File: src/rtl/uart_bcd_bridge.sv
// UART bridge for the board top: baud generator, oversampled RX with parity/frame checks,
// RX FIFO, TX engine (manual stream or FIFO loopback) and an 8-bit display message.
module uart_bcd_bridge #(
    parameter int CLK_HZ     = 50_000_000,
    parameter int DATA_W     = 8,
    parameter int OVERSAMPLE = 16,
    parameter int FIFO_DEPTH = 8,
    parameter int PARITY_EN  = 0,
    parameter int PARITY_ODD = 0
) (
    input  logic                            src_clk,
    input  logic                            rst_n,
    input  logic                            cfg_mode,
    input  logic [1:0]                      baud_sel,
    input  logic                            data_dir,
    input  logic                            stream,
    input  logic [DATA_W-1:0]               manual_data,
    input  logic                            send_pulse,
    input  logic                            rx_in,
    output logic                            tx_out,
    output logic                            tx_busy,
    output logic [$clog2(FIFO_DEPTH):0]     rx_count,
    output logic                            rx_overflow,
    output logic                            frame_err,
    output logic                            parity_err,
    output logic [7:0]                      msg
);

    localparam int AW      = $clog2(FIFO_DEPTH);
    localparam int CW      = AW + 1;
    localparam int OS_W    = $clog2(OVERSAMPLE);
    localparam int BIT_W   = 4;
    localparam int TX_BITS = DATA_W + PARITY_EN + 2;

    function automatic int div_of(input int baud);
        int d;
        d = CLK_HZ / (baud * OVERSAMPLE);
        return (d < 1) ? 1 : d;
    endfunction

    localparam int DIV0  = div_of(9600);
    localparam int DIV1  = div_of(19200);
    localparam int DIV2  = div_of(57600);
    localparam int DIV3  = div_of(115200);
    localparam int DIV_W = $clog2(DIV0 + 1);

    function automatic logic [7:0] to_msg(input logic [DATA_W-1:0] w);
        logic [DATA_W+7:0] ext;
        ext = {8'b0, w};
        return ext[7:0];
    endfunction

    typedef enum logic [2:0] {RX_IDLE, RX_START, RX_DATA, RX_PARITY, RX_STOP} rx_state_t;
    typedef enum logic {TX_IDLE, TX_BUSY} tx_state_t;

    logic [1:0]         baud_reg;
    logic [DIV_W-1:0]   div_max, div_cnt;
    logic               tick;

    always_comb begin
        div_max = DIV_W'(DIV0 - 1);
        case (baud_reg)
            2'b01:   div_max = DIV_W'(DIV1 - 1);
            2'b10:   div_max = DIV_W'(DIV2 - 1);
            2'b11:   div_max = DIV_W'(DIV3 - 1);
            default: div_max = DIV_W'(DIV0 - 1);
        endcase
    end

    assign tick = (div_cnt == div_max);

    always_ff @(posedge src_clk) begin
        if (!rst_n) begin
            baud_reg <= 2'b00;
            div_cnt  <= '0;
        end else begin
            if (cfg_mode) baud_reg <= baud_sel;
            if ((cfg_mode && baud_sel != baud_reg) || tick) div_cnt <= '0;
            else                                            div_cnt <= div_cnt + 1'b1;
        end
    end

    logic               rx_s1, rx_s2, rx_s3, rx_fall;
    rx_state_t          rx_state, rx_next;
    logic [OS_W-1:0]    rx_os, rx_target;
    logic [BIT_W-1:0]   rx_bit;
    logic [DATA_W-1:0]  rx_shift;
    logic               rx_par, rx_sample, stop_sample, parity_ok, push_req, push, pop, full;

    assign rx_fall     = rx_s3 & ~rx_s2;
    assign rx_target   = (rx_state == RX_START) ? OS_W'(OVERSAMPLE/2 - 1) : OS_W'(OVERSAMPLE - 1);
    assign rx_sample   = tick && (rx_os == rx_target);
    assign stop_sample = rx_sample && (rx_state == RX_STOP) && !cfg_mode;
    assign parity_ok   = (PARITY_EN == 0) || (rx_par == ((^rx_shift) ^ (PARITY_ODD != 0)));
    assign push_req    = stop_sample && rx_s2 && parity_ok;
    assign push        = push_req && (!full || pop);

    always_comb begin
        rx_next = rx_state;
        if (cfg_mode) begin
            rx_next = RX_IDLE;
        end else begin
            case (rx_state)
                RX_IDLE:   if (rx_fall) rx_next = RX_START;
                RX_START:  if (rx_sample) rx_next = rx_s2 ? RX_IDLE : RX_DATA;
                RX_DATA:   if (rx_sample && rx_bit == BIT_W'(DATA_W - 1))
                               rx_next = (PARITY_EN != 0) ? RX_PARITY : RX_STOP;
                RX_PARITY: if (rx_sample) rx_next = RX_STOP;
                RX_STOP:   if (rx_sample) rx_next = RX_IDLE;
                default:   rx_next = RX_IDLE;
            endcase
        end
    end

    // The mid-bit counter restarts at each sample so later bits stay centred.
    always_ff @(posedge src_clk) begin
        if (!rst_n) begin
            rx_s1    <= 1'b1;
            rx_s2    <= 1'b1;
            rx_s3    <= 1'b1;
            rx_state <= RX_IDLE;
            rx_os    <= '0;
            rx_bit   <= '0;
            rx_shift <= '0;
            rx_par   <= 1'b0;
        end else begin
            rx_s1    <= rx_in;
            rx_s2    <= rx_s1;
            rx_s3    <= rx_s2;
            rx_state <= rx_next;
            if (rx_state == RX_IDLE) begin
                rx_os  <= '0;
                rx_bit <= '0;
            end else if (tick) begin
                rx_os <= rx_sample ? '0 : rx_os + 1'b1;
            end
            if (rx_sample && rx_state == RX_DATA) begin
                rx_shift <= {rx_s2, rx_shift[DATA_W-1:1]};
                rx_bit   <= rx_bit + 1'b1;
            end
            if (rx_sample && rx_state == RX_PARITY) rx_par <= rx_s2;
        end
    end

    always_ff @(posedge src_clk) begin
        if (!rst_n || cfg_mode) begin
            frame_err   <= 1'b0;
            parity_err  <= 1'b0;
            rx_overflow <= 1'b0;
        end else begin
            if (stop_sample && !rx_s2)               frame_err   <= 1'b1;
            if (stop_sample && rx_s2 && !parity_ok)  parity_err  <= 1'b1;
            if (push_req && full && !pop)            rx_overflow <= 1'b1;
        end
    end

    logic [DATA_W-1:0]  mem [FIFO_DEPTH];
    logic [AW-1:0]      wr_ptr, rd_ptr;
    logic [CW-1:0]      count;
    logic [7:0]         rx_last;

    assign full     = (count == CW'(FIFO_DEPTH));
    assign rx_count = count;

    always_ff @(posedge src_clk) begin
        if (push) mem[wr_ptr] <= rx_shift;
    end

    always_ff @(posedge src_clk) begin
        if (!rst_n) begin
            wr_ptr  <= '0;
            rd_ptr  <= '0;
            count   <= '0;
            rx_last <= '0;
        end else begin
            if (push) begin
                wr_ptr  <= wr_ptr + 1'b1;
                rx_last <= to_msg(rx_shift);
            end
            if (pop) rd_ptr <= rd_ptr + 1'b1;
            case ({push, pop})
                2'b10:   count <= count + 1'b1;
                2'b01:   count <= count - 1'b1;
                default: count <= count;
            endcase
        end
    end

    tx_state_t          tx_state, tx_next;
    logic [DIV_W-1:0]   tx_div;
    logic [OS_W-1:0]    tx_os;
    logic [BIT_W-1:0]   tx_bit;
    logic [DATA_W+1:0]  tx_frame, frame_in;
    logic [DATA_W-1:0]  load_word;
    logic [7:0]         tx_last;
    logic               load, tx_tick, bit_end, tx_done;

    assign pop       = (tx_state == TX_IDLE) && !cfg_mode && !stream && (count != '0);
    assign load      = pop || ((tx_state == TX_IDLE) && !cfg_mode && stream && send_pulse);
    assign load_word = stream ? manual_data : mem[rd_ptr];
    assign tx_tick   = (tx_div == div_max);
    assign bit_end   = tx_tick && (tx_os == OS_W'(OVERSAMPLE - 1));
    assign tx_done   = (tx_state == TX_BUSY) && bit_end && (tx_bit == BIT_W'(TX_BITS - 1));
    assign tx_busy   = (tx_state == TX_BUSY);

    // Frame beyond the start bit: data, then parity slot, then stop; unused slot stays 1.
    always_comb begin
        frame_in = '1;
        frame_in[DATA_W-1:0] = load_word;
        if (PARITY_EN != 0) frame_in[DATA_W] = (^load_word) ^ (PARITY_ODD != 0);
    end

    always_comb begin
        tx_next = tx_state;
        if (cfg_mode) begin
            tx_next = TX_IDLE;
        end else begin
            case (tx_state)
                TX_IDLE: if (load)    tx_next = TX_BUSY;
                TX_BUSY: if (tx_done) tx_next = TX_IDLE;
                default: tx_next = TX_IDLE;
            endcase
        end
    end

    // TX keeps its own divider phase so every bit lasts a full period from the load.
    always_ff @(posedge src_clk) begin
        if (!rst_n) begin
            tx_state <= TX_IDLE;
            tx_out   <= 1'b1;
            tx_frame <= '1;
            tx_div   <= '0;
            tx_os    <= '0;
            tx_bit   <= '0;
            tx_last  <= '0;
        end else begin
            tx_state <= tx_next;
            if (cfg_mode) begin
                tx_out <= 1'b1;
            end else if (load) begin
                tx_frame <= frame_in;
                tx_out   <= 1'b0;
                tx_div   <= '0;
                tx_os    <= '0;
                tx_bit   <= '0;
                tx_last  <= to_msg(load_word);
            end else if (tx_state == TX_BUSY) begin
                if (!tx_tick) begin
                    tx_div <= tx_div + 1'b1;
                end else begin
                    tx_div <= '0;
                    if (!bit_end) begin
                        tx_os <= tx_os + 1'b1;
                    end else begin
                        tx_os <= '0;
                        if (tx_bit == BIT_W'(TX_BITS - 1)) begin
                            tx_out <= 1'b1;
                        end else begin
                            tx_out   <= tx_frame[0];
                            tx_frame <= {1'b1, tx_frame[DATA_W+1:1]};
                            tx_bit   <= tx_bit + 1'b1;
                        end
                    end
                end
            end
        end
    end

    always_ff @(posedge src_clk) begin
        if (!rst_n)         msg <= 8'h00;
        else if (cfg_mode)  msg <= {6'b0, baud_sel};
        else if (!data_dir) msg <= rx_last;
        else if (stream)    msg <= to_msg(manual_data);
        else                msg <= tx_last;
    end

endmodule

File: config.mk
export PLATFORM = sky130hd
export DESIGN_NAME = uart_bcd_bridge
export DESIGN_NICKNAME = d
export VERILOG_FILES = /design/src/rtl/uart_bcd_bridge.sv
export SDC_FILE = /design/constraint.sdc
export NUM_CORES = 1
export LEC_CHECK = 0
export BUFFER_PORTS_ARGS = -buffer_cell sky130_fd_sc_hd__buf_2
export CAP_MARGIN = 10
export CORE_MARGIN = 2
export CORE_UTILIZATION = 33
export CTS_CLUSTER_SIZE = 40
export DETAILED_ROUTE_END_ITERATION = 16
export GPL_TIMING_DRIVEN = 0
export PLACE_DENSITY_LB_ADDON = 0.15
export SLEW_MARGIN = 20
export SYNTH_ARGS = -nofsm -noshare
export SYNTH_HDL_FRONTEND = slang
export SYNTH_SLANG_ARGS = --single-unit
File: constraint.sdc
create_clock -name src_clk -period 7.3 [get_ports src_clk]
set_input_delay 0.365 -clock src_clk [delete_from_list [all_inputs] [get_ports src_clk]]
set_output_delay 0.365 -clock src_clk [all_outputs]
set_load 0.05 [all_outputs]
After elaboration in Yosys (flattened, before gate mapping). Memories as Yosys holds them, arrays and structs flattened. A register that Yosys moved wholly into a read port is not among the register bits. Cells that the tools add are included.

Input port bits: 17. Word-level logic and storage cells: 154. Bits in registers: 98. Bits in writable memories: 64. Output and inout port bits: 17. Memories: 1.

Memory list: mem (depth 8, bits a word 8, rd ports 1, clocked after memory_dff 1, write ports 1, line 157) `logic [DATA_W-1:0] mem [FIFO_DEPTH];`.

Multiplexer cells: 46. Add/subtract/negate cells: 10. Bitwise gates (word level): 5. Reductions and logical operators: 45. Eq/ne operators: 23.

Operator list (number): $mux 4 (13); $mux 10 (5); $mux 9 (3); $pmux 9 s3 (1); $mux 8 (3); $mux 3 (7); $add 4x1->4 const B (5); $logic_and 1x1->1 (19); $add 9x1->9 const B (2); $eq 9x9->1 (2); $pmux 3 s5 (1); $eq 4x4->1 const B (3); $ne 2x2->1 const B (6); $reduce_and 5->1 (2); $reduce_bool 2->1 (5); $mux 1 (9); $pmux 4 s2 (1); $add 3x1->3 const B (2); $eq 2x2->1 const B (3); $eq 3x2->1 const B (2); $logic_not 1->1 (6); $reduce_and 3->1 (2); $reduce_or 2->1 (3); $eq 2x1->1 const B (2); 14 further kinds (22).

Logic depth before layout (Yosys ltp).
Word-level depth: 10. Depth in mapped cells: 11.

Worst setup path before layout. OpenSTA, ideal clock, no wires.

Path type: reg2reg. Start: register baud_reg[0]. End: memory mem[1][0], enable pin. Data arrival time: 2.665 ns. Library setup time: 0.398 ns. Period minus slack after synthesis: 3.063 ns. Required time: 6.902 ns. Slack: 4.237 ns. Stages on the path, launching flop included: 8. Path through: dfxtp_1 ha_1 or3_1 a221oi_1 and4_1 buf_4 nand2_1 nor4b_1.

Longest elaborated chain between the ends: 10. Elaborated cells between the ends (all ways): 12. Classes of those cells: 4 x eq/ne; 3 x mux; 5 x reduce/logical.

RTL lines: start: declaration (line 56) `logic [1:0] baud_reg;`; start signal: assignment (line 77) `if (cfg_mode) baud_reg <= baud_sel;`; $eq 2x2->1 / $eq 2x1->1 (equally long branches) (line 62) `case (baud_reg)`; $pmux 9 s3 * (line 62); $eq 9x9->1 * (line 70) `assign tick = (div_cnt == div_max);`; $logic_and 1x1->1 * (line 92) `assign rx_sample = tick && (rx_os == rx_target);`; $logic_and 1x1->1 * (2 in a row) (line 93) `assign stop_sample = rx_sample && (rx_state == RX_STOP) && !cfg_mode;`; $logic_and 1x1->1 *; $logic_and 1x1->1 * (line 96) `assign push = push_req && (!full || pop);`; $mux 1 * (line 166) `if (push) mem[wr_ptr] <= rx_shift;`; $mux 1 (implied by the code) * (line 166); end: declaration (line 157).

Mark *: on every way between the ends. The rest lies on a longest branch, timed or not.

Worst setup path in the final report.
Start: register baud_reg[0]. End: memory mem[4][1], enable pin.

The elaborated chain is that of the path after synthesis.

==> flow_results.org <==
** Status
- The run finished with clean final reports.

** Worst setup path
- The worst register-to-register path has a setup slack of 4070 ps.
- Crit path max fanout :: 10
- Category of the most critical setup path :: flip-flop to flip-flop
- STA classifies the critical path endpoint as a flip-flop.
- Worst setup SP type :: flip-flop
- Required time at the endpoint of the critical path :: 7430 ps
- For the worst setup path, the data arrival time is 3360 ps.

** CTS
- Cts hold-fix bufs :: 0
- H-tree depth :: 4
- The longest clock path from root to sink contains 2 buffers.
- CTS Root Cell :: sky130_fd_sc_hd__clkbuf_16
- Buffers inserted during clock tree synthesis total 17.
- TritonCTS clock tree :: built
- Clock-pin slew reported for the worst setup and hold paths after clock tree synthesis :: 60 ps
- Setup Fix Bufs, Post-CTS :: 0
- Count of clock tree sinks :: 163
- # resized after CTS :: 0
- Later-pin clock latency in the skew report :: 420 ps

** Timing
- In the finished design, the share of the clock period the worst path needs comes to 0.443.
- Setup violation total in the final timing report :: 0
- The count of final hold-check violations was 0.
- Final clock skew :: 11.6 ps
- Timing would allow up to 309 MHz.
- Worst Setup Slack, final :: 4070 ps
- Setup repair after global routing left no endpoint under its margin.
- Transition time at the pin with the least slew margin :: 801 ps
- The final count of pins violating max slew was 0.
- Headroom to the max-slew limit :: 0.466
- Adding up every negative setup slack in the final design gives 0 ps.
- Hold is met by 118 ps.
- The clock period could shrink to 3230 ps.

** Finish
- The register with the most flip-flops in the final layout is mem.
- The net count of the finished layout is 703.
- Summing all flip-flop and latch instances after layout gives 3900 sq um.
- Summing all non-filler instances in the final layout gives an area of 8290 sq um.
- Count of placed standard cells in the final layout, fillers left out :: 959
- Compared with the post-synthesis result, the final layout area differs by 16.9%.
- Largest registers :: mem (64), div_cnt (9), tx_div (9)
- Largest register FFs :: 64
- Area used by multi-input combinational logic :: 3080 sq um
- The layout has 2063 filler cells.
- The number of antenna diodes in the final layout is 0.
- In the final layout, the share of cells above drive strength 1 is 0.170.

** Detailed routing
- The pre-antenna-repair detailed-routing pass consisted of 6 iterations.
- Dividing the detail-routed via count by the number of cells gives 5.08.
- The first routing iteration left 241 violations.
- The detail route stage leaves a number of antenna-violating nets equal to 0.
- After detailed routing, the number of remaining DRC violations is 0.
- Dividing the detail-routed wire length by the instance count gives 17.5 um.
- Via count of the routed design :: 4871
- DRT Wirelength :: 16.8 mm

** Logic synthesis
- After synthesis the netlist holds a flip-flop and latch count of 163.
- Yosys mapped a number of flops with a built-in enable equal to 64.
- The commonest cells after synthesis are sky130_fd_sc_hd__dfxtp_1, sky130_fd_sc_hd__nor2_1, sky130_fd_sc_hd__edfxtp_1.
- For this run, the register share of the synthesized area comes to 0.551.
- Async S/R FF share, synth :: 0
- The most used flip-flop cell after synthesis is sky130_fd_sc_hd__dfxtp_1.
- Library cell occupying the most area in the post-synthesis netlist :: sky130_fd_sc_hd__dfxtp_1
- Synth Warn # :: 0
- Mean post-synth cell area :: 11.5 sq um
- By area the synthesized netlist is led by sky130_fd_sc_hd__dfxtp_1, sky130_fd_sc_hd__edfxtp_1, sky130_fd_sc_hd__mux2i_1.
- Cell count after synthesis :: 615
- Mapped Nets :: 647
- By instance count, the leading cell after synthesis is sky130_fd_sc_hd__dfxtp_1.
- Distinct cells, synth :: 57
- In this run the cell area of the synthesized design comes to 7090 sq um.
- Of the post-synthesis cell area, the dominant cell type holds 0.280.

** Placement
- RD Place Congestion :: 0.784
- DP Cell Count :: 927
- The placed instances occupy a cell area of 7670 sq um.
- Buffers placed on the I/O ports in this run total 32.
- OpenSTA, run right after detailed placement, puts the worst setup slack at 4040 ps.
- The HPWL after detailed placement is 11.9 mm.

** GRT
- Wire length of the first global-routing pass :: 26.7 mm
- Gr usage total :: 0.157
- Met3 usage in global routing :: 0.0373
- Initial antenna violation count :: 0
- Number of global-route vias before repair :: 4845
- The global routing stage identified its most utilized layer as met2.
- Final global-route overflow total :: 0
- For met1 alone, demand over resource in global routing was 0.216.
- GR Util met2 :: 0.246
- Largest net degree at the start of global routing :: 17

** Pwr
- Pleak :: 3.03 nW
- The worst-case IR drop observed on VDD is 145 uV.
- Switching power :: 0.000484 W
- Internal power :: 0.00154 W
- Of the total power, the clock network draws 0.464.
- The share of total power dissipated in sequential elements is 0.474.
- Switching share of power :: 0.239
- Of the total power, combinational logic draws 0.062.
- Power spread over the standard cell area amounts to 245 nW/um^2.

** Floorplan
- Die extent in y :: 151 um
- The initial utilization of the core area, before any placement, comes to 0.336.
- The die is 151 um wide.
- Pin placement for this block handled 34 I/O pins.
- The die covers 22700 sq um.
- The core region is 21100 sq um.
- FP Rows :: 53

** Flow run
- Across the run, the number of max-cap violations was 0.

** Worst hold path
- The tightest min-delay check is of the input port to flip-flop type.
## worst max-delay path, cell delays in order, from the launching register on
cell                       delay [ps]
sky130_fd_sc_hd__dfxtp_1          380
sky130_fd_sc_hd__ha_1             280
sky130_fd_sc_hd__or3_1            380
sky130_fd_sc_hd__a221oi_1         320
sky130_fd_sc_hd__and4_1           240
sky130_fd_sc_hd__buf_4            200
sky130_fd_sc_hd__nand2_1          170
sky130_fd_sc_hd__nor4b_2          670
sky130_fd_sc_hd__buf_2            290
## power by group through the flow
| stage | Combinational (W) | Clock [W] | Sequential, W |
|---|---|---|---|
| after floorplan | 0.0000785 | 0 | 0.000990 |
| after global placement | 0.000125 | 0 | 0.000981 |
| after detailed placement | 0.000127 | 0 | 0.000982 |
| after CTS | 0.000127 | 0.000962 | 0.000961 |
| after global routing | 0.000139 | 0.00101 | 0.000962 |
| final | 0.000126 | 0.000940 | 0.000961 |
## worst paths after layout
| kind | from | end | depth (start not counted) |
|---|---|---|---|
| worst min-delay path | rx_in | rx_s1 | 2 |
| worst max-delay path | baud_reg[0] | mem[4][1] | 8 |
| worst max register to register | baud_reg[0] | mem[4][1] | 8 |
| worst min register to register | rx_s1 | rx_s2 | 1 |
## final cells by class
cell class              count  area share
well taps                 275      0.0415
flip-flops and latches    163       0.471
clock buffers              18      0.0518
clock inverters            14      0.0231
plain buffers              27      0.0142
repair buffers             37      0.0233
inverters                   8     0.00362
multi-input cells         417       0.371
## layout by cell type (no fill, tap or decap), drive strengths merged, types with 2 or more instances in the layout
cell and instances:
dfxtp 99, nor2 85, edfxtp 64, mux2i 50, buf 47, clkbuf 35
nand2 28, a21oi 26, xor2 21, nand3 20, mux4 16, nor3 16
ha 15, inv 15, o21ai 14, nand2b 12, a211oi 12, nand4 11
xnor2 9, mux2 9, and3 8, nor4 7, nor2b 6, or3 6
and2 5, nor3b 5, nand3b 3, o31ai 3, o22ai 3, or4 3
bufinv 3, clkinv 3, nor4b 2, o211ai 2, a31oi 2, o21a 2
o21bai 2
## metal layers
metal | wire length, um | vias to the layer above
met4 | 177 | 0
met1 | 8230 | 2400
met5 | 0 | -
li1 | - | 2378
met3 | 559 | 15
met2 | 7840 | 78
## cell families after synthesis
kind of cell	Yosys count	synth area share
AOI/OAI and AO/OA	76	0.0715
xor gates and xnor gates	30	0.0371
adders and majority gates	15	0.0265
buffers and inverters	35	0.0208
DFF	163	0.551
muxes	75	0.136
other	1	0.000529
and+or+nand+nor	220	0.157
## through the flow
stage,total power (W),utilization
2_1_floorplan,0.00107,-
3_3_place_gp,0.00111,0.360
3_5_place_dp,0.00111,0.364
4_1_cts,0.00205,0.393
5_1_grt,0.00211,0.393
6_report,0.00203,0.393
Note: power is estimated with default switching activity, not from simulation.
